--- config.mk ---
export PLATFORM = sky130hd
export DESIGN_NAME = mem_arbiter
export DESIGN_NICKNAME = d
export VERILOG_FILES = /design/src/rtl/mem_arb_pkg.sv /design/src/rtl/arb_beat_ctr.sv /design/src/rtl/mem_arbiter.sv
export SDC_FILE = /design/constraint.sdc
export NUM_CORES = 1
export LEC_CHECK = 0
export ABC_AREA = 1
export BUFFER_PORTS_ARGS = -buffer_cell sky130_fd_sc_hd__buf_2
export CAP_MARGIN = 20
export CORE_AREA = 3 3 102 104
export CTS_BUF_LIST = sky130_fd_sc_hd__clkbuf_4
export DETAILED_ROUTE_END_ITERATION = 10
export DIE_AREA = 0 0 105 107
export GPL_TIMING_DRIVEN = 0
export PLACE_DENSITY_LB_ADDON = 0.05
export SKIP_CTS_REPAIR_TIMING = 1
export SYNTH_ARGS = -nofsm -noshare
export SYNTH_HDL_FRONTEND = slang
export SYNTH_SLANG_ARGS = --single-unit
--- constraint.sdc ---
create_clock -name CLK -period 1.7 [get_ports CLK]
set_input_delay 0.255 -clock CLK [delete_from_list [all_inputs] [get_ports CLK]]
set_output_delay 0.255 -clock CLK [all_outputs]
set_load 0.01 [all_outputs]
--- src/rtl/mem_arb_pkg.sv ---
// Shared types and defaults for the icache/dcache RAM port arbiter.
package mem_arb_pkg;

  typedef enum logic [1:0] {
    IDLE = 2'd0,
    IGNT = 2'd1,
    DGNT = 2'd2
  } arb_state_t;

  typedef enum logic [1:0] {
    FREE   = 2'd0,
    BUSY   = 2'd1,
    ACCESS = 2'd2,
    ERROR  = 2'd3
  } ramstate_t;

  typedef enum logic {
    GNT_I = 1'b0,
    GNT_D = 1'b1
  } grant_t;

  localparam int unsigned BURST_LEN_DEF = 2;

  // A one-beat burst still needs a 1-bit counter to keep the port legal.
  function automatic int unsigned beat_w(input int unsigned n);
    return (n > 1) ? $clog2(n) : 1;
  endfunction

endpackage

--- src/rtl/arb_beat_ctr.sv ---
// Beat counter for one grant: counts completed beats, clears on release,
// flags the final beat of the burst.
module arb_beat_ctr
  import mem_arb_pkg::*;
#(
  parameter  int unsigned BURST_LEN = BURST_LEN_DEF,
  localparam int unsigned BW        = beat_w(BURST_LEN)
) (
  input  logic clk,
  input  logic nrst,
  input  logic i_beat,
  input  logic i_clr,
  output logic o_last
);

  logic [BW-1:0] r_beat;

  always_ff @(posedge clk) begin
    if (!nrst) begin
      r_beat <= '0;
    end else if (i_clr) begin
      r_beat <= '0;
    end else if (i_beat) begin
      r_beat <= r_beat + 1'b1;
    end
  end

  assign o_last = (r_beat == BW'(BURST_LEN - 1));

endmodule

--- src/rtl/mem_arbiter.sv ---
// Arbitrates the single RAM port between icache (read) and dcache (read/write),
// holding each grant for a BURST_LEN-beat block. Define ARB_RR_EN for round-robin.
module mem_arbiter
  import mem_arb_pkg::*;
#(
  parameter int unsigned BURST_LEN = BURST_LEN_DEF,
  parameter int unsigned AW        = 32,
  parameter int unsigned DW        = 32
) (
  input  logic          CLK,
  input  logic          nRST,
  input  logic          iREN,
  input  logic [AW-1:0] iaddr,
  output logic          iwait,
  output logic [DW-1:0] iload,
  input  logic          dREN,
  input  logic          dWEN,
  input  logic [AW-1:0] daddr,
  input  logic [DW-1:0] dstore,
  output logic          dwait,
  output logic [DW-1:0] dload,
  output logic          ramREN,
  output logic          ramWEN,
  output logic [AW-1:0] ramaddr,
  output logic [DW-1:0] ramstore,
  input  logic [DW-1:0] ramload,
  input  logic [1:0]    ramstate
);

  arb_state_t r_state;
  arb_state_t w_pick;
  logic       w_dreq;
  logic       w_access;
  logic       w_holder_req;
  logic       w_beat;
  logic       w_last;
  logic       w_rel_a;
  logic       w_release;

  assign w_dreq   = dREN | dWEN;
  assign w_access = (ramstate_t'(ramstate) == ACCESS);

  always_comb begin
    w_holder_req = 1'b0;
    case (r_state)
      IGNT:    w_holder_req = iREN;
      DGNT:    w_holder_req = w_dreq;
      default: w_holder_req = 1'b0;
    endcase
  end

  assign w_beat    = w_holder_req & w_access;
  assign w_rel_a   = w_beat & w_last;
  assign w_release = (r_state != IDLE) & (w_rel_a | ~w_holder_req);

  arb_beat_ctr #(.BURST_LEN(BURST_LEN)) u_beat_ctr (
    .clk    (CLK),
    .nrst   (nRST),
    .i_beat (w_beat),
    .i_clr  (w_release),
    .o_last (w_last)
  );

`ifdef ARB_RR_EN
  grant_t r_last_grant;
  grant_t w_last_eff;

  // A burst finishing this cycle counts as the latest grant for the handover choice.
  assign w_last_eff = w_rel_a ? ((r_state == DGNT) ? GNT_D : GNT_I) : r_last_grant;

  always_comb begin
    w_pick = IDLE;
    if (w_dreq && iREN)  w_pick = (w_last_eff == GNT_D) ? IGNT : DGNT;
    else if (w_dreq)     w_pick = DGNT;
    else if (iREN)       w_pick = IGNT;
  end

  always_ff @(posedge CLK) begin
    if (!nRST)        r_last_grant <= GNT_I;
    else if (w_rel_a) r_last_grant <= w_last_eff;
  end
`else
  always_comb begin
    w_pick = IDLE;
    if (w_dreq)     w_pick = DGNT;
    else if (iREN)  w_pick = IGNT;
  end
`endif

  always_ff @(posedge CLK) begin
    if (!nRST) begin
      r_state <= IDLE;
    end else if ((r_state == IDLE) || w_release) begin
      r_state <= w_pick;
    end
  end

  always_comb begin
    ramREN   = 1'b0;
    ramWEN   = 1'b0;
    ramaddr  = daddr;
    ramstore = dstore;
    iwait    = 1'b1;
    dwait    = 1'b1;
    case (r_state)
      IGNT: begin
        ramREN  = iREN;
        ramaddr = iaddr;
        iwait   = ~w_access;
      end
      DGNT: begin
        ramWEN = dWEN;
        ramREN = dREN & ~dWEN;
        dwait  = ~w_access;
      end
      default: ;
    endcase
  end

  assign iload = ramload;
  assign dload = ramload;

endmodule

==> results of run 1 <==
==> synthesized netlist by cell type <==
library cell,instances,area share [%]
buf_4,100,55
mux2_2,32,26
nand2_1,10,2.8
inv_1,5,1.4
nor2_1,4,1.1
dfxtp_1,3,4.4
ha_1,3,2.8
nand2_2,3,1.4
nor2_2,3,1.4
o21ai_0,2,0.74
a21oi_1,1,0.37
and2_1,1,0.46
nand3_1,1,0.37
nand3_2,1,0.74
nand4_1,1,0.46
==> per-stage QoR <==
stage	util, %	std cells	hold slack [ns]	area (um2)	total power, mW
floorplan	-	170	0.3801	1360	0.4524
global placement	26.32	505	0.4740	2537	0.7263
detailed placement	26.32	505	0.4783	2537	0.7220
CTS	26.64	509	0.2846	2567	0.8729
global route	30.44	519	0.2766	2934	1.030
finish	30.44	519	0.2877	2934	0.9536
==> layer usage <==
metal  GRT usage [%]  up-vias  routed length, um
met2           19.84      125               3909
met3           3.974        4                728
met5               0        -                  0
met4           1.500        0                 47
li1                -      879                  -
met1           7.623      787               1786
==> where the power goes <==
group / internal [mW] / total [mW] / switching [mW]
clock network: 0.104 / 0.141 / 0.0371
registers: 0.0755 / 0.0794 / 0.00389
logic: 0.453 / 0.733 / 0.280
total: 0.632 / 0.954 / 0.321
==> state kept, by name (all words and copies together), names as in the netlist <==
signal and cells:
r_state 2, u_beat_ctr.o_last 1
==> final cells by class <==
cell class,count,area (um2)
clock buffer,4,30.03
timing repair buffer,212,1305
fill,1107,6705
inverter,5,18.77
sequential,3,62.56
buffer,100,780.7
tap,133,166.4
multi-input combinational,62,570.5
==> how the worst max path moves through the flow <==
stage / start / cells past startpoint / to
3_3_place_gp: r_state[1]$_SDFFE_PN0P_ / 6 / ramaddr[28]
5_1_grt: r_state[1]$_SDFFE_PN0P_ / 7 / ramaddr[2]
3_5_place_dp: r_state[1]$_SDFFE_PN0P_ / 6 / ramaddr[17]
2_1_floorplan: r_state[1]$_SDFFE_PN0P_ / 5 / ramaddr[10]
6_report: r_state[1]$_SDFFE_PN0P_ / 7 / ramaddr[17]
4_1_cts: r_state[1]$_SDFFE_PN0P_ / 6 / ramaddr[17]
==> logic make-up after synthesis <==
kind of cell,Yosys count,synth area share [%]
flops,3,4.416
fa+ha+maj,3,2.760
simple gates,24,8.648
mux,32,26.50
buf+inv,105,56.58
compound gates,3,1.104
==> worst reg2reg max path: stages, from the launching register on <==
cell     delay (ns)
dfxtp_2        0.34
inv_2          0.05
ha_4           0.15
buf_8          0.13
buf_4          0.14
nand2_4        0.05
nand3_2        0.09
nand2_2        0.09
nor2_2         0.04
nand2_2        0.09
nand2_1        0.06
nand2_1        0.08
nor2_2         0.03
==> results.txt, run 1 <==
Status: finished with violations
Failing checks: negative setup slack
Commonest cells after routing, fill and taps aside: buf_2, buf_4, buf_6
WS Path Type: reg -> out
DRT Pass-1 Iters: 4
Synth Cell Area: 1360 um2
Total clock sinks: 3
R2R Setup Slk: 0.25 ns
Fin nets: 525
Buf/Inv on CP: 5
PwrDens: 325.0 nW/um2
CTS buffer count: 3
Vias in the first global route: 1651
DP HPWL: 5.848 mm
Critical Path AT: 1.60 ns
CTS root buf: clkbuf_4
Final hold viol count: 0
Crit-path cells: inv_2 > ha_4 > buf_8 > buf_4 > buf_8 > mux2_4 > buf_6
Hold Path Class: in -> reg
Skew final: 0.001779 ns
Worst-Skew Late Latency: 0.23 ns
Crit path largest cell delay: 0.34 ns
RSZ-0062 raised after global routing: yes
Hold EP: r_state[0]$_SDFFE_PN0P_
Initial drt markers: 30
Crit end category: primary output
Die footprint: 11240 um2
Gpl congestion: 0.7227
Clock Pin Slew Worst Setup and Hold Paths: 0.04 ns
Routed WL: 6.471 mm
Post-synthesis sequential area ratio: 4.416%
Hold path cells: 3
Final critical-path required period: 1.852 ns
Number of library cell types mapped by synthesis: 15
CTS tree: built
Leak: 1.710 nW
Peak VDD IR: 0.0001400 V
MaxCap Viol Count: 0
Die W: 105 um
Worst slew margin: 73.63%
Antenna fix cells: 0
Worst slew pin tran: 0.3941 ns
Worst setup SP type: flop
I/O pins: 267
Reg-to-reg critical path startpoint: r_state[1]$_SDFFE_PN0P_
Commonest non-fill, non-tap cell in the layout: buf_2
Chip height: 107 um
Cell count after synthesis: 170
Maximum root-to-sink buffer count: 2
Yosys reg bits: 3
Slew Limit Fails: 0
Total number of vias: 1795
Residual DRC: 0
Global-route wire length before repair: 8.273 mm
Critical R2R Capture: r_state[1]$_SDFFE_PN0P_
Total global routing overflow: 0
Via/cell ratio: 3.459
Peak Freq: 540.1 MHz
Top delay family on crit path: buffers and inverters
P&R area growth vs syn: 115.7%
Most used cell, CP: buf_8
Final period util: 108.9%
Yosys warns: 0
Setup Viol. Count Final: 31
Critical Path RT: 1.44 ns
GRT Total Usage: 9.206%
Setup tns final: -3.467 ns
CP max FO: 7
Place WS: 0.01265 ns
Initial antenna violation count: 0
Drt wl/cell: 12.47 um
Net Count, Synth: 308
Avg Synthesized Cell Area: 8.000 um2
CORE AREA: 9639 um2
Min-delay src: nRST
Largest net degree at the start of global routing: 11
H-tree depth: 1
Layout cells sized above 1: 93.26%
Final worst slack: -0.1516 ns
Worst reg-to-reg path cell count: 12
CP max stage cell: dfxtp_2
Rows: 36
Initial Util: 14.11%
Antenna Violating Nets Remaining: 0
Port Buffers: 202
No activity file was read; power rests on OpenSTA's default activity.
==> run 2, diff against run 1 <==
Settings changed: CORE_AREA 3 3 102 104 to 2 2 104 106, DIE_AREA 0 0 105 107 to 0 0 106 108, SYNTH_HIERARCHICAL set to 1.
==> run 2 against run 1 <==
The flow still finishes with violations (negative setup slack). Synthesized cell count up 4.7%. Clock power up 4%. Cell area up 5.5%. Non-clock buffer count down 3. Die area up 1.9%. Clock skew up 0.0032 ns. Critical path type unchanged. Largest cell class unchanged. Largest power group unchanged. Highest routed layer unchanged.
==> results.txt, run 2 <==
Status: finished with violations (unchanged)
Failing checks: negative setup slack (unchanged)
Peak VDD IR: 0.00008612 V (was 0.0001400 V)
Buf/Inv on CP: 4 (was 5)
Maximum root-to-sink buffer count: 2 (unchanged)
Fin nets: 530 (was 525)
RSZ-0062 raised after global routing: yes (unchanged)
Final hold viol count: 0 (unchanged)
Post-DP Area: 2596 um2 (was 2537 um2)
Total clock sinks: 3 (unchanged)
Largest Register: r_state (unchanged)
Crit-path cells: inv_2 > ha_4 > buf_12 > clkbuf_16 > mux2_4 > buf_6 (was inv_2 > ha_4 > buf_8 > buf_4 > buf_8 > mux2_4 > buf_6)
Residual DRC: 0 (unchanged)
Area contributors post-synth: buf_4, mux2_2, dfxtp_1 (unchanged)
Global-route wire length before repair: 7.245 mm (was 8.273 mm)
Final critical-path required period: 1.787 ns (was 1.852 ns)
Port Buffers: 202 (unchanged)
Routed WL: 6.081 mm (was 6.471 mm)
Crit end category: primary output (unchanged)
Min-delay src: nRST (unchanged)
Critical Path AT: 1.53 ns (was 1.60 ns)
Total global routing overflow: 0 (unchanged)
DRT Pass-1 Iters: 4 (unchanged)
Die footprint: 11450 um2 (was 11240 um2)
H-tree depth: 1 (unchanged)
Yosys reg bits: 3 (unchanged)
Commonest non-fill, non-tap cell in the layout: buf_2 (unchanged)
Register area: 62.56 um2 (unchanged)
List of most frequent post-synthesis cells: buf_4, mux2_2, nand2_1 (unchanged)
Gpl congestion: 0.6960 (was 0.7227)
WS Path Type: reg -> out (unchanged)
Place WS: 0.1008 ns (was 0.01265 ns)
CTS root buf: clkbuf_4 (unchanged)
Slew Limit Fails: 0 (unchanged)
CTS buffer count: 3 (unchanged)
Final period util: 105.1% (was 108.9%)
CP max FO: 5 (was 7)
MaxCap Viol Count: 0 (unchanged)
Initial Util: 13.83% (was 14.11%)
Net Count, Synth: 316 (was 308)
Synth Cell Area: 1415 um2 (was 1360 um2)
Worst-Skew Late Latency: 0.24 ns (was 0.23 ns)
Yosys warns: 6 (was 0)
Reg-to-reg critical path startpoint: r_state[1]$_SDFFE_PN0P_ (unchanged)
Top delay family on crit path: buffers and inverters (unchanged)
CTS tree: built (unchanged)
Final worst slack: -0.08699 ns (was -0.1516 ns)
Top-count cell post-synth: buf_4 (unchanged)
Avg Synthesized Cell Area: 7.950 um2 (was 8.000 um2)
Via/cell ratio: 3.498 (was 3.459)
Initial antenna violation count: 1 (was 0)
Number of library cell types mapped by synthesis: 16 (was 15)
PwrDens: 325.9 nW/um2 (was 325.0 nW/um2)
Worst setup startpoint: r_state[1]$_SDFFE_PN0P_ (unchanged)
Antenna Violating Nets Remaining: 0 (unchanged)
Largest net degree at the start of global routing: 11 (unchanged)
Cell count after synthesis: 178 (was 170)
CORE AREA: 10230 um2 (was 9639 um2)
Worst setup SP type: flop (unchanged)
Largest register FFs: 2 (unchanged)
Clock Pin Slew Worst Setup and Hold Paths: 0.04 ns (about the same)
P&R area growth vs syn: 118.7% (was 115.7%)
Chip height: 108 um (was 107 um)
Commonest cells after routing, fill and taps aside: buf_2, buf_4, buf_6 (unchanged)
Worst slew margin: 87.52% (was 73.63%)
Post-synth EDFFs: 0 (unchanged)
Critical Path RT: 1.44 ns (about the same)
Total number of vias: 1847 (was 1795)
Crit path largest cell delay: 0.34 ns (about the same)
Initial drt markers: 55 (was 30)
Hold Path Class: in -> reg (unchanged)
GRT Total Usage: 7.941% (was 9.206%)
I/O pins: 267 (unchanged)
Worst slew pin tran: 0.1871 ns (was 0.3941 ns)
Multi-input logic area: 665.6 um2 (was 570.5 um2)
CP max stage cell: dfxtp_2 (unchanged)
Post-synthesis sequential area ratio: 4.244% (was 4.416%)
Ys async rst share: 0% (unchanged)
Final Cell Area: 3094 um2 (was 2934 um2)
Post-synth top flop: dfxtp_1 (unchanged)
Vias in the first global route: 1603 (was 1651)
Rows: 37 (was 36)
Die W: 106 um (was 105 um)
Layout cells sized above 1: 90.28% (was 93.26%)
FILL cells: 1107 (unchanged)
DP HPWL: 5.154 mm (was 5.848 mm)
Peak Freq: 559.6 MHz (was 540.1 MHz)
Setup Viol. Count Final: 32 (was 31)
Drt wl/cell: 11.52 um (was 12.47 um)
Yosys top cell by area: buf_4 (unchanged)
Post-synth top area share: 50.93% (was 55.20%)
Leak: 1.800 nW (was 1.710 nW)
Skew final: 0.004938 ns (was 0.001779 ns)
run 2: logic make-up after synthesis:
kind of cell,Yosys count,synth area share [%]
AND/OR/NAND/NOR,27,9.727
multiplexers,32,25.46
flip-flops,3,4.244
AO/OA/AOI/OAI,2,0.8840
adder cells (fa/ha/maj),3,2.653
buffers and inverters,111,57.03
run 2: worst min-delay path, delay by kind of cell:
family,cells,cell delay [ns]
and+or+nand+nor,2,0.09
buffers and inverters,1,0.12
run 2: metrics by stage:
step	power, mW	TNS [ns]	utilization [%]	cells	hold WS, ns
after detailed placement	0.7277	0	25.38	516	0.5141
after global routing	1.074	-3.836	30.22	527	0.2912
final	1.008	-2.154	30.24	528	0.2636
after global placement	0.7324	0	25.38	516	0.5058
after CTS	0.8823	-4.441	25.67	520	0.2709
after floorplan	0.4637	0	-	178	0.3755
run 2: area by class of cell:
class / instances / share of cell area, %
timing repair buffer: 209 / 43.19
antenna: 1 / 0.08087
inverter: 11 / 1.334
buffer: 100 / 25.39
tap: 136 / 5.499
clock buffer: 4 / 0.9705
sequential: 3 / 2.022
multi-input combinational: 64 / 21.51
run 2: path summary, 6_finish.rpt:
kind,end,slack [ns],cells after the start
min,r_state[1]$_SDFFE_PN0P_,0.26,3
max reg2reg,u_beat_ctr/o_last$_SDFFE_PP0P_,0.27,12
min reg2reg,r_state[1]$_SDFFE_PN0P_,0.50,2
max,ramaddr[30],-0.09,6
run 2: per-layer routing:
metal / global-route usage [%] / vias up / part of all wire (%)
li1: - / 893 / -
met1: 6.941 / 795 / 31
met2: 17.05 / 155 / 57
met3: 2.592 / 4 / 11
met4: 1.974 / 0 / 0.59
met5: 0 / - / 0
run 2: where the power goes:
group,switching (mW),leakage [nW],internal (mW)
Sequential,0.00364,0.0252,0.0753
Combinational,0.289,1.76,0.493
Clock,0.0427,0.0184,0.104
Total,0.335,1.80,0.673
